`src/rtl/mux_rr_select.sv`:
```
// mux_rr_select: round-robin grant FSM producing registered select lines for a 4:1 mux.
// Rev 1.0
`default_nettype none

module mux_rr_select #(
  parameter int MAX_HOLD = 8
) (
  input  logic       clk,
  input  logic       rst_n,
  input  logic [3:0] req,
  input  logic       done,
  output logic       s1,
  output logic       s0,
  output logic [3:0] gnt,
  output logic       gnt_valid
);

  localparam logic [0:0] IDLE  = 1'b0;
  localparam logic [0:0] GRANT = 1'b1;
  localparam logic [7:0] HOLD_LAST = 8'(MAX_HOLD - 1);

  logic [0:0] state;
  logic [7:0] hold_cnt;
  logic [1:0] last;
  logic       armed;
  logic [1:0] pick;
  logic       pick_found;
  logic [1:0] sel;
  logic       release_now;

  assign sel = {s1, s0};
  assign release_now = done | ~req[sel] | (hold_cnt == HOLD_LAST);

  // Scan upward from the channel after the last grant, wrapping 3 -> 0.
  always_comb begin
    logic [1:0] idx;
    pick       = last;
    pick_found = 1'b0;
    for (int i = 1; i <= 4; i++) begin
      idx = last + 2'(i);
      if (!pick_found && req[idx]) begin
        pick       = idx;
        pick_found = 1'b1;
      end
    end
  end

  // armed blocks a grant on the first edge after reset release.
  always_ff @(posedge clk or negedge rst_n) begin
    if (!rst_n) begin
      state     <= IDLE;
      s1        <= 1'b0;
      s0        <= 1'b0;
      gnt       <= 4'b0000;
      gnt_valid <= 1'b0;
      hold_cnt  <= 8'd0;
      last      <= 2'd3;
      armed     <= 1'b0;
    end else begin
      armed <= 1'b1;
      case (state)
        IDLE: begin
          if (armed && pick_found) begin
            s1        <= pick[1];
            s0        <= pick[0];
            gnt       <= 4'(4'b0001 << pick);
            gnt_valid <= 1'b1;
            last      <= pick;
            hold_cnt  <= 8'd0;
            state     <= GRANT;
          end
        end
        GRANT: begin
          if (release_now) begin
            gnt       <= 4'b0000;
            gnt_valid <= 1'b0;
            state     <= IDLE;
          end else if (hold_cnt != HOLD_LAST) begin
            hold_cnt <= hold_cnt + 8'd1;
          end
        end
        default: state <= IDLE;
      endcase
    end
  end

endmodule

`default_nettype wire
```
`config.mk`:
```
export PLATFORM = sky130hd
export DESIGN_NAME = mux_rr_select
export DESIGN_NICKNAME = d
export VERILOG_FILES = /design/src/rtl/mux_rr_select.sv
export SDC_FILE = /design/constraint.sdc
export NUM_CORES = 1
export LEC_CHECK = 0
export ABC_CLOCK_PERIOD_IN_PS = 2700
export CAP_MARGIN = 5
export CORE_MARGIN = 4
export CORE_UTILIZATION = 55
export CTS_CLUSTER_SIZE = 28
export DETAILED_ROUTE_END_ITERATION = 10
export DONT_BUFFER_PORTS = 1
export GPL_TIMING_DRIVEN = 0
export PLACE_DENSITY_LB_ADDON = 0.12
export SLEW_MARGIN = 40
export SYNTH_ARGS = -nofsm -noshare
export SYNTH_HDL_FRONTEND = slang
export SYNTH_SLANG_ARGS = --single-unit
```
`constraint.sdc`:
```
create_clock -name clk -period 2.7 [get_ports clk]
set_clock_uncertainty 0.2 [all_clocks]
set_input_delay 0.54 -clock clk [delete_from_list [all_inputs] [get_ports clk]]
set_output_delay 0.54 -clock clk [all_outputs]
set_load 0.01 [all_outputs]
```
==> reports/summary.txt <==
fin nets -> 113
sequential share of power -> 51.9%
largest area contributor in the netlist -> dfrtp_1
DRT iter0 DRCs -> 18
highest-delay cell along the critical path -> a211oi_1
switching pwr -> 0.3414 mW
WP data arrival -> 2250 ps
clock power share -> 16.1%
Worst Hold Class -> reg2reg
WL per Instance -> 14.34 um
num ports -> 14
hpwl dp -> 1374 um
cell internal pwr -> 0.5479 mW
fin util -> 62.10%
Data required, critical path -> 2740 ps
final hold vios -> 0
ratio of cells with drive above 1 in the final layout -> 15.38%
ranking of synthesized cells by area -> dfrtp_1 (43%), dfstp_2 (5.3%), mux2i_1 (5.0%)
setup TNS -> 0 ps
# Post-CTS Setup Buffers -> 0
sequential share of the synthesized area -> 47.87%
Synth Cell Area -> 998.5 um2
die width -> 50.61 um
root buffer cell -> clkbuf_4
Yosys reg bits -> 19
commonest non-fill, non-tap cell in the layout -> dfrtp_1
Placement Rows -> 15
top-area cell type share of the netlist area -> 42.61%
Pleak -> 0.4373 nW
Max Freq -> 451.8 MHz
Starting Density -> 57.83%
clk_lat worst skew -> 290 ps
post-DR vias/cell -> 5.891
initial antenna violation count -> 0
largest delay contributor family on the critical path -> compound AO/OA/AOI/OAI gates
Global Route Usage Sum -> 16.86%
switch share -> 38.39%
CORE AREA -> 1727 um2
clock buffer depth -> 2
PD cells -> 829.3 nW/um2
Final Max Slew Viols -> 0
worst ir drop on vdd -> 0.4337 mV
CTS H-tree depth -> 1
outcome -> complete, no violations
CP peak stage delay -> 620 ps
min cycle time layout -> 2213 ps
DR pass1 iterations -> 4
yosys synthesis warning count -> 0
Avg Cell Area, Syn -> 10.19 um2
Syn Nets -> 106
critical-path cell list -> clkbuf_1 -> mux2i_1 -> nor2_1 -> a211oi_1 -> a32o_1
critical path class -> reg2reg
Post-Route WL -> 1850 um
drt drc -> 0
Area after DPL -> 1030 um2
Setup-failing EPs final -> 0
crit share post-route -> 81.97%
total grt overflow -> 0
Die Height -> 50.61 um
antenna diode count -> 0
worst-margin pin slew -> 780.4 ps
vias -> 760
Gate Count Post-Synth -> 98
fin worst setup slack -> 486.9 ps
leading cell types in the layout, fill and taps excluded -> dfrtp_1 (17), nand2_1 (13), nor2_1 (8), a21oi_1 (8), mux2i_1 (5)
Critical Path End Type -> register
CTS Buf Count -> 3
proportion of power drawn by combinational gates -> 32.0%
slew margin rel. -> 47.66%
die footprint -> 2561 um2
CP startpoint kind -> register
synth unique cells -> 36
Final Cell Area -> 1072 um2
area grow syn2layout -> 7.394%
vias in the first global route -> 737
fillers -> 167
IO buf count -> 0
pre-CTS WS -> 471.0 ps
CP Buf/Inv Count -> 1
clk sink count -> 19
worst-path fanout max -> 8
largest net degree at the start of global routing -> 20
antenna-violating nets left -> 0
GPL Wtd Cong -> 0.8609
global-route wire length before repair -> 3215 um
RSZ-0062 raised after global routing -> no
CTS tree -> yes
maxcap violations -> 0
clk slew on worst S/H paths -> 110 ps
## kinds of logic after synthesis
group / after synthesis / synth area share, %
adders and majority gates: 1 / 1.253
buffers and inverters: 6 / 2.632
muxes: 7 / 7.268
and+or+nand+nor: 38 / 20.93
other: 1 / 0.3756
DFF: 19 / 47.87
AOI/OAI and AO/OA: 26 / 19.68
## worst min-delay path: cells and delay by family, from the launching register on
kind / cells / cell delay, ps
simple gates: 1 / 100
compound gates: 1 / 40
flops: 1 / 400
## routing by layer
metal	vias up	GRT usage, %	routed length (um)
met5	-	0	0
met4	0	5.830	27
met3	6	3.858	92
met2	20	28.70	910
met1	355	20.83	820
li1	379	-	-
## worst paths after layout
kind	startpoint	endpoint	slack (ps)	cells past startpoint
max reg2reg	last[1]	gnt[0]	490	5
min in group asynchronous	rst_n	gnt[0]	500	2
min	last[0]	last[0]	330	2
min reg2reg	last[0]	last[0]	330	2
max	last[1]	gnt[0]	490	5
max in group asynchronous	rst_n	last[0]	1470	2
## layout make-up
type,count,area (um2),area share (%)
Timing Repair Buffer,2,15.01,1.400
Tap cell,25,31.28,2.917
Sequential cell,19,478.0,44.57
Clock inverter,1,5.005,0.4667
Clock buffer,3,22.52,2.100
Multi-Input combinational cell,73,494.2,46.09
Buffer,4,18.77,1.750
Inverter,2,7.507,0.7001
## synth_stat cells (all sizes together)
master,n
dfrtp,17
nand2,13
a21oi,8
nor2,8
mux2i,5
o21ai,4
o31ai,4
or4,4
clkbuf,3
nand4,3
a32o,2
dfstp,2
inv,2
mux2,2
nor2b,2
o2bb2ai,2
or3,2
a211oi,1
a21o,1
a22oi,1
and3b,1
buf,1
conb,1
ha,1
nand2b,1
nand3b,1
nor3b,1
nor4b,1
o22ai,1
o31a,1
o41ai,1
or2,1
## metrics by stage
stage	instances	hold WS [ps]	power, mW
final	129	332.4	0.8892
after global routing	129	360.2	0.9591
after CTS	128	334.2	0.8959
after detailed placement	123	44.90	0.7505
after global placement	123	44.84	0.7371
after floorplan	98	44.41	0.6843
## sequential cells by signal (all words and copies together), names as in the netlist
register	count
gnt	4
last	2
hold_cnt	8
s1	1
armed	1
s0	1
state	1
gnt_valid	1
## what timing repair did
item	CTS	global route
gates resized for setup	0	0
hold buffers	1	1
hold endpoints to repair	19	17
## power by group through the flow
| stage | clock network [mW] | logic, mW | registers, mW |
|---|---|---|---|
| 3_3_place_gp | 0 | 0.271 | 0.466 |
| 3_5_place_dp | 0 | 0.281 | 0.469 |
| 2_1_floorplan | 0 | 0.234 | 0.450 |
| 5_1_grt | 0.160 | 0.324 | 0.476 |
| 4_1_cts | 0.145 | 0.288 | 0.463 |
| 6_report | 0.143 | 0.284 | 0.462 |
(Power assumes the default switching activity.)
